## src/rtl/persp_viewport_if.sv

```systemverilog
// persp_viewport_if
//   Bundles the two handshake channels of the perspective/viewport stage:
//   the clip-space vertex bundle coming from the transform stage and the
//   screen-space triangle going to the rasterizer.
//
//   Upstream (transform -> viewport):
//     x_in/y_in/z_in/w_in [3:0][31:0]  clip-space Q16.16, entries 0..2 used
//     in_data_valid, done_in            bundle valid, end-of-stream flag
//     stall_out                         back-pressure to the transform stage
//   Downstream (viewport -> rasterizer):
//     sx_out/sy_out/sz_out [2:0][31:0]  screen-space Q16.16
//     out_data_valid, done_out          triangle valid, end-of-stream marker
//     stall_in                          rasterizer cannot accept
//   Status:
//     culled_count [15:0]               triangles dropped for w <= 0
//
//   modport slave  : the viewport block itself
//   modport master : the environment around it (transform + rasterizer)
interface persp_viewport_if;
    logic [3:0][31:0] x_in;
    logic [3:0][31:0] y_in;
    logic [3:0][31:0] z_in;
    logic [3:0][31:0] w_in;
    logic             in_data_valid;
    logic             done_in;
    logic             stall_in;

    logic [2:0][31:0] sx_out;
    logic [2:0][31:0] sy_out;
    logic [2:0][31:0] sz_out;
    logic             out_data_valid;
    logic             done_out;
    logic             stall_out;
    logic [15:0]      culled_count;

    modport master (
        output x_in, y_in, z_in, w_in, in_data_valid, done_in, stall_in,
        input  sx_out, sy_out, sz_out, out_data_valid, done_out, stall_out,
               culled_count
    );

    modport slave (
        input  x_in, y_in, z_in, w_in, in_data_valid, done_in, stall_in,
        output sx_out, sy_out, sz_out, out_data_valid, done_out, stall_out,
               culled_count
    );
endinterface

```

## src/rtl/persp_viewport.sv

```systemverilog
// persp_viewport
//   Receives one clip-space triangle, culls it if any w <= 0, otherwise
//   performs nine perspective divides (x/w, y/w, z/w per vertex) on a single
//   shared restoring divider, maps the NDC results to screen space and holds
//   the triangle on the output until the rasterizer takes it.
//
//   Ports:
//     clock  - sole clock, all state changes on posedge
//     reset  - synchronous, active-high
//     vp     - persp_viewport_if.slave (vertex bundle in, triangle out,
//              stall_in/stall_out handshake, culled_count)
//
//   Parameters:
//     WIDTH, HEIGHT - screen size in pixels; scale factors are WIDTH/2, HEIGHT/2
//     FRAC          - fractional bits; the divider runs 32+FRAC iterations
module persp_viewport #(
    parameter int WIDTH  = 640,
    parameter int HEIGHT = 480,
    parameter int FRAC   = 16
) (
    input  logic            clock,
    input  logic            reset,
    persp_viewport_if.slave vp
);

    localparam int          ITERS    = 32 + FRAC;
    localparam int          CW       = $clog2(ITERS);
    localparam logic [31:0] ONE      = 32'd1 << FRAC;
    localparam logic [31:0] SX_SCALE = 32'(WIDTH / 2);
    localparam logic [31:0] SY_SCALE = 32'(HEIGHT / 2);
    localparam logic [31:0] MAG_MAX  = 32'h7FFF_FFFF;

    typedef enum logic [2:0] {
        IDLE,
        CHECK,
        CULL_DONE,
        DIV_LOAD,
        DIV_ITER,
        VIEWPORT,
        OUT
    } state_t;

    state_t state_q, state_d;

    // Latched input bundle
    logic [2:0][31:0] xl_q, yl_q, zl_q, wl_q;
    logic             done_l_q;

    // Divider state: dq_q shifts dividend bits out of the top while quotient
    // bits enter at the bottom.
    logic [ITERS-1:0] dq_q;
    logic [31:0]      rem_q;
    logic [31:0]      dvs_q;
    logic             neg_q;
    logic [CW-1:0]    iter_q;
    logic [1:0]       vtx_q;
    logic [1:0]       comp_q;

    logic [2:0][31:0] ndc_x_q, ndc_y_q, ndc_z_q;

    // Output registers
    logic [2:0][31:0] sx_q, sy_q, sz_q;
    logic             valid_q;
    logic             done_q;
    logic             stall_q;
    logic [15:0]      culled_q;

    // Entry 3 of each input vector is not part of a triangle.
    logic unused_entry3;
    assign unused_entry3 = ^{vp.x_in[3], vp.y_in[3], vp.z_in[3], vp.w_in[3]};

    // ---------------------------------------------------------------
    // Combinational helpers
    // ---------------------------------------------------------------
    logic cull;
    always_comb begin
        cull = 1'b0;
        for (int unsigned i = 0; i < 3; i++) begin
            if ($signed(wl_q[i]) <= 32'sd0) cull = 1'b1;
        end
    end

    logic [31:0] num_sel, w_sel, num_abs, w_abs;
    always_comb begin
        w_sel = wl_q[vtx_q];
        case (comp_q)
            2'd0:    num_sel = xl_q[vtx_q];
            2'd1:    num_sel = yl_q[vtx_q];
            default: num_sel = zl_q[vtx_q];
        endcase
        num_abs = num_sel[31] ? -num_sel : num_sel;
        w_abs   = w_sel[31]   ? -w_sel   : w_sel;
    end

    // One restoring step. The remainder stays below the divisor, so the
    // shifted partial remainder needs only one extra bit.
    logic [32:0]      rem_sh;
    logic             fits;
    logic [31:0]      rem_nx;
    logic [ITERS-1:0] dq_nx;
    logic [31:0]      quot_mag, quot;
    always_comb begin
        rem_sh   = {rem_q, dq_q[ITERS-1]};
        fits     = rem_sh >= {1'b0, dvs_q};
        rem_nx   = fits ? 32'(rem_sh - {1'b0, dvs_q}) : rem_sh[31:0];
        dq_nx    = {dq_q[ITERS-2:0], fits};
        // Clamping the magnitude before negation gives 0x80000001 on the
        // negative side.
        quot_mag = (|dq_nx[ITERS-1:31]) ? MAG_MAX : dq_nx[31:0];
        quot     = neg_q ? -quot_mag : quot_mag;
    end

    logic last_iter, last_div;
    assign last_iter = (iter_q == CW'(ITERS - 1));
    assign last_div  = (vtx_q == 2'd2) && (comp_q == 2'd2);

    // Viewport map, 32-bit wraparound arithmetic
    logic [2:0][31:0] sx_v, sy_v, sz_v;
    always_comb begin
        for (int unsigned i = 0; i < 3; i++) begin
            sx_v[i] = (ndc_x_q[i] + ONE) * SX_SCALE;
            sy_v[i] = (ONE - ndc_y_q[i]) * SY_SCALE;
            sz_v[i] = 32'($signed(ndc_z_q[i] + ONE) >>> 1);
        end
    end

    // ---------------------------------------------------------------
    // FSM
    // ---------------------------------------------------------------
    always_ff @(posedge clock) begin
        if (reset) state_q <= IDLE;
        else       state_q <= state_d;
    end

    always_comb begin
        state_d = state_q;
        case (state_q)
            IDLE:      if (vp.in_data_valid) state_d = CHECK;
            CHECK: begin
                if (cull) state_d = done_l_q ? CULL_DONE : IDLE;
                else      state_d = DIV_LOAD;
            end
            CULL_DONE: state_d = IDLE;
            DIV_LOAD:  state_d = DIV_ITER;
            DIV_ITER:  if (last_iter) state_d = last_div ? VIEWPORT : DIV_LOAD;
            VIEWPORT:  state_d = OUT;
            OUT:       if (!vp.stall_in) state_d = IDLE;
            default:   state_d = IDLE;
        endcase
    end

    // ---------------------------------------------------------------
    // Datapath and output registers
    // ---------------------------------------------------------------
    always_ff @(posedge clock) begin
        if (reset) begin
            xl_q     <= '0;
            yl_q     <= '0;
            zl_q     <= '0;
            wl_q     <= '0;
            done_l_q <= 1'b0;
            dq_q     <= '0;
            rem_q    <= '0;
            dvs_q    <= '0;
            neg_q    <= 1'b0;
            iter_q   <= '0;
            vtx_q    <= '0;
            comp_q   <= '0;
            ndc_x_q  <= '0;
            ndc_y_q  <= '0;
            ndc_z_q  <= '0;
            sx_q     <= '0;
            sy_q     <= '0;
            sz_q     <= '0;
            valid_q  <= 1'b0;
            done_q   <= 1'b0;
            stall_q  <= 1'b0;
            culled_q <= '0;
        end else begin
            // Flags are registered from the next state so they line up
            // exactly with the state they describe.
            stall_q <= (state_d != IDLE);
            valid_q <= (state_d == OUT);
            done_q  <= ((state_d == OUT) && done_l_q) || (state_d == CULL_DONE);

            case (state_q)
                IDLE: begin
                    if (vp.in_data_valid) begin
                        xl_q     <= vp.x_in[2:0];
                        yl_q     <= vp.y_in[2:0];
                        zl_q     <= vp.z_in[2:0];
                        wl_q     <= vp.w_in[2:0];
                        done_l_q <= vp.done_in;
                    end
                end
                CHECK: begin
                    if (cull) culled_q <= culled_q + 16'd1;
                    vtx_q  <= '0;
                    comp_q <= '0;
                end
                DIV_LOAD: begin
                    rem_q  <= '0;
                    dq_q   <= {num_abs, {FRAC{1'b0}}};
                    dvs_q  <= w_abs;
                    neg_q  <= num_sel[31] ^ w_sel[31];
                    iter_q <= '0;
                end
                DIV_ITER: begin
                    rem_q  <= rem_nx;
                    dq_q   <= dq_nx;
                    iter_q <= iter_q + CW'(1);
                    if (last_iter) begin
                        case (comp_q)
                            2'd0:    ndc_x_q[vtx_q] <= quot;
                            2'd1:    ndc_y_q[vtx_q] <= quot;
                            default: ndc_z_q[vtx_q] <= quot;
                        endcase
                        if (comp_q == 2'd2) begin
                            comp_q <= '0;
                            vtx_q  <= vtx_q + 2'd1;
                        end else begin
                            comp_q <= comp_q + 2'd1;
                        end
                    end
                end
                VIEWPORT: begin
                    sx_q <= sx_v;
                    sy_q <= sy_v;
                    sz_q <= sz_v;
                end
                default: ;
            endcase
        end
    end

    assign vp.sx_out         = sx_q;
    assign vp.sy_out         = sy_q;
    assign vp.sz_out         = sz_q;
    assign vp.out_data_valid = valid_q;
    assign vp.done_out       = done_q;
    assign vp.stall_out      = stall_q;
    assign vp.culled_count   = culled_q;

endmodule

```

## src/flat_wrapper.sv

```systemverilog
// flat-port wrapper written by rule: the top's interface ports become plain ports
module persp_viewport_flat 
#(
    parameter int WIDTH  = 640,
    parameter int HEIGHT = 480,
    parameter int FRAC   = 16
)
  (clock, reset, vp_x_in, vp_y_in, vp_z_in, vp_w_in, vp_in_data_valid, vp_done_in, vp_stall_in, vp_sx_out, vp_sy_out, vp_sz_out, vp_out_data_valid, vp_done_out, vp_stall_out, vp_culled_count);
  persp_viewport_if vp_i ();
  input  logic clock;
  input  logic reset;
  input wire logic [$bits(vp_i.x_in)-1:0] vp_x_in;
  input wire logic [$bits(vp_i.y_in)-1:0] vp_y_in;
  input wire logic [$bits(vp_i.z_in)-1:0] vp_z_in;
  input wire logic [$bits(vp_i.w_in)-1:0] vp_w_in;
  input wire logic [$bits(vp_i.in_data_valid)-1:0] vp_in_data_valid;
  input wire logic [$bits(vp_i.done_in)-1:0] vp_done_in;
  input wire logic [$bits(vp_i.stall_in)-1:0] vp_stall_in;
  output wire logic [$bits(vp_i.sx_out)-1:0] vp_sx_out;
  output wire logic [$bits(vp_i.sy_out)-1:0] vp_sy_out;
  output wire logic [$bits(vp_i.sz_out)-1:0] vp_sz_out;
  output wire logic [$bits(vp_i.out_data_valid)-1:0] vp_out_data_valid;
  output wire logic [$bits(vp_i.done_out)-1:0] vp_done_out;
  output wire logic [$bits(vp_i.stall_out)-1:0] vp_stall_out;
  output wire logic [$bits(vp_i.culled_count)-1:0] vp_culled_count;
  assign vp_i.x_in = vp_x_in;
  assign vp_i.y_in = vp_y_in;
  assign vp_i.z_in = vp_z_in;
  assign vp_i.w_in = vp_w_in;
  assign vp_i.in_data_valid = vp_in_data_valid;
  assign vp_i.done_in = vp_done_in;
  assign vp_i.stall_in = vp_stall_in;
  assign vp_sx_out = vp_i.sx_out;
  assign vp_sy_out = vp_i.sy_out;
  assign vp_sz_out = vp_i.sz_out;
  assign vp_out_data_valid = vp_i.out_data_valid;
  assign vp_done_out = vp_i.done_out;
  assign vp_stall_out = vp_i.stall_out;
  assign vp_culled_count = vp_i.culled_count;
  persp_viewport #(.WIDTH(WIDTH), .HEIGHT(HEIGHT), .FRAC(FRAC)) u_core (.clock(clock), .reset(reset), .vp(vp_i));
endmodule
```

## config.mk

```make
export PLATFORM = sky130hd
export DESIGN_NAME = persp_viewport_flat
export DESIGN_NICKNAME = d
export VERILOG_FILES = /design/src/rtl/persp_viewport_if.sv /design/src/rtl/persp_viewport.sv /design/src/flat_wrapper.sv
export SDC_FILE = /design/constraint.sdc
export NUM_CORES = 2
export LEC_CHECK = 0
export ABC_AREA = 1
export BUFFER_PORTS_ARGS = -buffer_cell sky130_fd_sc_hd__buf_2
export CAP_MARGIN = 20
export CORE_MARGIN = 1.5
export CORE_UTILIZATION = 60
export CTS_BUF_LIST = sky130_fd_sc_hd__clkbuf_2
export CTS_CLUSTER_SIZE = 14
export DETAILED_ROUTE_END_ITERATION = 16
export PLACE_DENSITY = 0.82
export RECOVER_POWER = 100
export SETUP_SLACK_MARGIN = 0.15
export SYNTH_ARGS = -nofsm -noshare
export SYNTH_HDL_FRONTEND = slang
export SYNTH_SLANG_ARGS = --single-unit
```

## constraint.sdc

```tcl
create_clock -name clock -period 5.5 [get_ports clock]
set_input_delay 0 -clock clock [delete_from_list [all_inputs] [get_ports clock]]
set_output_delay 0 -clock clock [all_outputs]
set_load 0.02 [all_outputs]
```

==> results.tsv, run 1 <==
stage	metric	value	unit
clocking	post_cts_buffers	0	
grt	grt_max_degree	234	
synthesis	yosys-top-cells-count	nand2_1 (1407), inv_1 (1248), nor2_1 (1107), dfxtp_1 (1040), o21ai_0 (986)	
synthesis	ys_ff_latch	1040	
status	status	aborted with a tool error	
synthesis	ys_top_cells_by_area	dfxtp_1 (34%), nand2_1 (8.5%), o21ai_0 (7.9%)	
grt	grt_pass1_vias	89080	
status	stop_stage	global routing (5_1_grt)	
die	die-width	324.6	um
die	fp.dieH	324.6	um
synthesis	synth-edff-count	0	
synthesis	yosys.area.top_type_share	0.3354	
die	pin_count	824	
placed_design	port_buffers	665	
synthesis	ys_warn_count	0	
synthesis	synth.most_common_cell	nand2_1	
die	num_rows	117	
grt	grt_pass1_wl	579300	um
die	start_util	0.6075	
clocking	cts_sinks	1040	
synthesis	syn_avg_cell_area	6.879	sq um
synthesis	yosys.cell_types.count	67	
clocking	cts_resized	0	
clocking	cts_buffer_depth	4	
synthesis	yosysTopAreaCell	dfxtp_1	
synthesis	ys_seq_area_frac	0.3354	
synthesis	synthCells	9023	
clocking	holdBufCountCts	1466	
clocking	htree_levels	5	
synthesis	syn_area	62070	sq um
synthesis	ys.flop_type	dfxtp_1	
placed_design	dp_hpwl	151500	um
grt	grt-ovfl-total	393	
grt	grt_usage	0.7190	
placed_design	gp_congestion	0.9862	
clocking	cts-root-buf	clkbuf_2	
clocking	cts_buffers	285	
status	first-error	[ERROR GRT-0116] Global routing finished with congestion. Check the congestion regions in the DRC Viewer.	
synthesis	async_flop_share	0	
==> routing by layer <==
| metal | global-route usage | overflow |
|---|---|---|
| met4 | 0.5936 | 116 |
| met5 | 0.4846 | 17 |
| met3 | 0.6052 | 64 |
| met2 | 0.8461 | 132 |
| met1 | 0.7531 | 64 |
==> logic make-up after synthesis <==
family,after synthesis,synth area share
other,1,0.00006041
AOI/OAI and AO/OA,2200,0.1923
buffers and inverters,1722,0.1094
and+or+nand+nor,3324,0.2242
xor gates and xnor gates,354,0.05086
DFF,1040,0.3354
adders and majority gates,382,0.08780
==> stage by stage <==
| stage | std cells | cell area [sq um] | setup slack (ns) | hold WS [ns] |
|---|---|---|---|---|
| after floorplan | 9052 | 62180 | 1.285 | 0.1667 |
| after global placement | 10700 | 65940 | 0.6751 | 0.2491 |
| after detailed placement | 10700 | 65940 | 0.5874 | 0.2577 |
| after CTS | 12610 | 83000 | 0.4873 | 0.02802 |
==> inputs of run 2 (changes only) <==
--- a/config.mk
+++ b/config.mk
@@ -9,13 +9,10 @@
 export BUFFER_PORTS_ARGS = -buffer_cell sky130_fd_sc_hd__buf_2
 export CAP_MARGIN = 20
 export CORE_MARGIN = 1.5
-export CORE_UTILIZATION = 60
-export CTS_BUF_LIST = sky130_fd_sc_hd__clkbuf_2
-export CTS_CLUSTER_SIZE = 14
+export CORE_UTILIZATION = 40
 export DETAILED_ROUTE_END_ITERATION = 16
-export PLACE_DENSITY = 0.82
+export PLACE_DENSITY_LB_ADDON = 0.15
 export RECOVER_POWER = 100
-export SETUP_SLACK_MARGIN = 0.15
 export SYNTH_ARGS = -nofsm -noshare
 export SYNTH_HDL_FRONTEND = slang
 export SYNTH_SLANG_ARGS = --single-unit
==> results.tsv, run 2 <==
stage	metric	value	unit	change
hold_path	hold_path.class	in -> reg		
clocking	cts-root-buf	clkbuf_16		
synthesis	ys_ff_latch	1040		unchanged
synthesis	ys_seq_area_frac	0.3354		unchanged
synthesis	yosys.cell_types.count	67		unchanged
clocking	clkSlewWorstSetupHoldPaths	0.06	ns	
synthesis	yosys-top-cells-count	nand2_1 (1407), inv_1 (1248), nor2_1 (1107), dfxtp_1 (1040), o21ai_0 (986)		
grt	grt_max_degree	216		
die	start_util	0.4029		-0.2045
pwr	seqPwrFrac	0.368		
grt	grt-ovfl-total	0		
route	drt_iter0_drc	4826		
pwr	peakVddDrop	276.1	uV	
clocking	clk_latency	0.78	ns	
sta	worst_slew_margin_rel	-0.8817		
pwr	p_sw_frac	0.3444		
die	pin_count	824		unchanged
route	drt_first_pass_iters	7		
grt	grt_pass1_wl	349200	um	
sta	fin_crit_sh	0.9189		
die	core-area	154000	sq um	
route	drc_errors	0		
worst_setup_path	worstSetupStartpointType	register		
sta	period_minus_slack	5.054	ns	
worst_setup_path	rr_startpoint	u_core.dvs_q[1]		
grt	antenna_found_initial	20		
layout	drive_gt1_frac	0.07656		
worst_setup_path	worst-r2r-setup-slack	0.45	ns	
synthesis	ys.flop_type	dfxtp_1		
sta	fin_skew	0.08593	ns	
synthesis	yosysTopAreaCell	dfxtp_1		
worst_setup_path	worstSetupStartpoint	u_core.dvs_q[1]		
sta	max_slew.worst_pin.slew	2.823	ns	
clocking	cts_sinks	1040		unchanged
sta	clock.fmax	197.9	MHz	
synthesis	ys_warn_count	0		unchanged
synthesis	yosys.area.top_type_share	0.3354		unchanged
synthesis	syn_avg_cell_area	6.879	sq um	unchanged
synthesis	ys_top_cells_by_area	dfxtp_1 (34%), nand2_1 (8.5%), o21ai_0 (7.9%)		
pwr	pwr-share-comb	0.251		
clocking	cts_buffer_depth	3		-1
sta	finalMaxSlewViolations	671		
worst_setup_path	required	6.05	ns	
die	die-width	396.9	um	+22%
route	antenna_left	0		
sta	fin_ws	0.4462	ns	
pwr	switchingPower	7607	uW	
route	wl_met1	99920	um	
placed_design	gp_congestion	0.9274		-6.0%
clocking	cts_buffers	117		-59%
pwr	power_density	291.7	nW/um^2	
synthesis	async_flop_share	0		unchanged
hold_path	holdPathStages	4		
job	cap_viol_max_count	8		
worst_setup_path	worstSetupPathType	reg -> reg		
worst_setup_path	critPathCapture	u_core.ndc_x_q[8]		
die	dieArea	157600	sq um	
synthesis	synth-edff-count	0		unchanged
synthesis	syn_area	62070	sq um	unchanged
layout	nFillCells	15450		
placed_design	port_buffers	665		unchanged
status	violations	capacitance limit, slew limit		
route	topRoutingLayerUsed	met5		
pwr	p_leak	0.03635	uW	
status	status	finished with violations		
worst_setup_path	crit_arrival	5.61	ns	
sta	hold_viol	0		
route	wl	228400	um	
synthesis	synth.most_common_cell	nand2_1		
clocking	htree_levels	3		-2
pwr	clkPwrFrac	0.381		
worst_setup_path	worst_r2r_endpoint	u_core.ndc_x_q[8]		
route	avgRoutedWirePerCell	18.83	um	
layout	layout_common_cells	nand2_1 (1411), inv_1 (1257), nor2_1 (1111), dfxtp_1 (1039), o21ai_0 (1015)		
pwr	p_int	14480	uW	
route	wl_met2	104600	um	
clocking	cts_tree	done		
route	vias	62830		
clocking	cts_resized	0		unchanged
die	num_rows	144		+23%
placed_design	dp_slack	0.6619	ns	+0.07450 ns
sta	worst_hold_slack	0.03368	ns	
placed_design	dp_hpwl	163000	um	+7.6%
layout	syn_to_final_growth	21.96	%	
worst_setup_path	cp-end-kind	register		
route	drt-vias-per-instance	5.180		
worst_setup_path	path_max_fanout	7		
grt	grt_usage	0.2808		
layout	layout_commonest_cell	nand2_1		
synthesis	synthCells	9023		unchanged
grt	grt_pass1_vias	60380		
sta	rsz0062_at_grt	false		
worst_setup_path	ff2ff_path_depth	18		
layout	fin_nets	10860		
sta	finalSetupTns	0	ns	
route	met3WireLength	14000	um	
die	fp.dieH	396.9	um	+22%
sta	setup_violations	0		
## run 2: cell counts after synthesis
No cell type changed its count.
## run 2: through the flow
step | instance area [sq um] | power [uW] | cells | util
floorplan | 62180 | 11480 | 9052 | -
global placement | 66840 | 13450 | 11380 | 0.4339
detailed placement | 66840 | 13490 | 11380 | 0.4339
CTS | 76160 | 22180 | 12110 | 0.4944
global route | 75690 | 23040 | 12120 | 0.4913
finish | 75710 | 22080 | 12130 | 0.4915
## run 2: final cells by class
type                            count  area [sq um]  share of cell area
Tap cell                         2044          2557             0.03378
Timing Repair Buffer             1248          8677              0.1146
Inverter                         1274          4797             0.06336
Clock buffer                      173          3541             0.04677
Multi-Input combinational cell   6290         34620              0.4573
Antenna cell                       15         37.54           0.0004958
Clock inverter                     46         651.9            0.008610
Sequential cell                  1040         20820              0.2751
## run 2: routing by layer
| metal | global-route usage | up-vias |
|---|---|---|
| li1 | - | 31070 |
| met1 | 0.3665 | 29340 |
| met2 | 0.4665 | 1993 |
| met3 | 0.04079 | 422 |
| met4 | 0.1076 | 4 |
| met5 | 0 | - |
## run 2: cells by family after synthesis
family                   after synthesis  synth area share
AO/OA/AOI/OAI                       2200            0.1923
XOR/XNOR                             354           0.05086
adder cells (fa/ha/maj)              382           0.08780
buffers and inverters               1722            0.1094
flip-flops                          1040            0.3354
other                                  1        0.00006041
AND/OR/NAND/NOR                     3324            0.2242
## run 2: critical path, stage by stage, from the launching register on
cell      delay, ns
dfxtp_1        0.43
inv_1          0.08
ha_1           0.30
nand2_1        0.14
inv_1          0.08
nand4_1        0.09
nand3_1        0.26
nand2_1        0.15
nand3_1        0.21
nand2_1        0.20
nand2_2        0.06
nor2_1         0.20
ha_1           0.32
nand3_1        0.13
nor2_1         0.19
a21oi_1        0.13
xor2_2         0.43
clkbuf_1       1.28
a21oi_1        0.13
## run 2: worst min path at each step
stage	start	end	slack, ns
2_1_floorplan	vp_done_in	u_core.done_l_q	0.17
3_3_place_gp	vp_y_in[79]	u_core.yl_q[79]	0.25
3_5_place_dp	vp_x_in[89]	u_core.xl_q[89]	0.25
4_1_cts	vp_x_in[30]	u_core.xl_q[30]	0.0004
5_1_grt	vp_x_in[18]	u_core.xl_q[18]	0.04
6_report	vp_y_in[51]	u_core.yl_q[51]	0.03
## run 2: power groups by stage
stage | sequential [uW] | combinational, uW | clock, uW
after detailed placement | 8280 | 5220 | 0
after global placement | 8270 | 5190 | 0
final | 8120 | 5550 | 8410
after floorplan | 8240 | 3240 | 0
after CTS | 8110 | 5520 | 8540
after global routing | 8160 | 6040 | 8850
## run 2: repair_timing
item | in CTS | in global routing
setup buffers | 0 | 0
hold endpoints to repair | 434 | 0
hold buffers | 512 | 0
No activity file was read; power rests on OpenSTA's default activity.
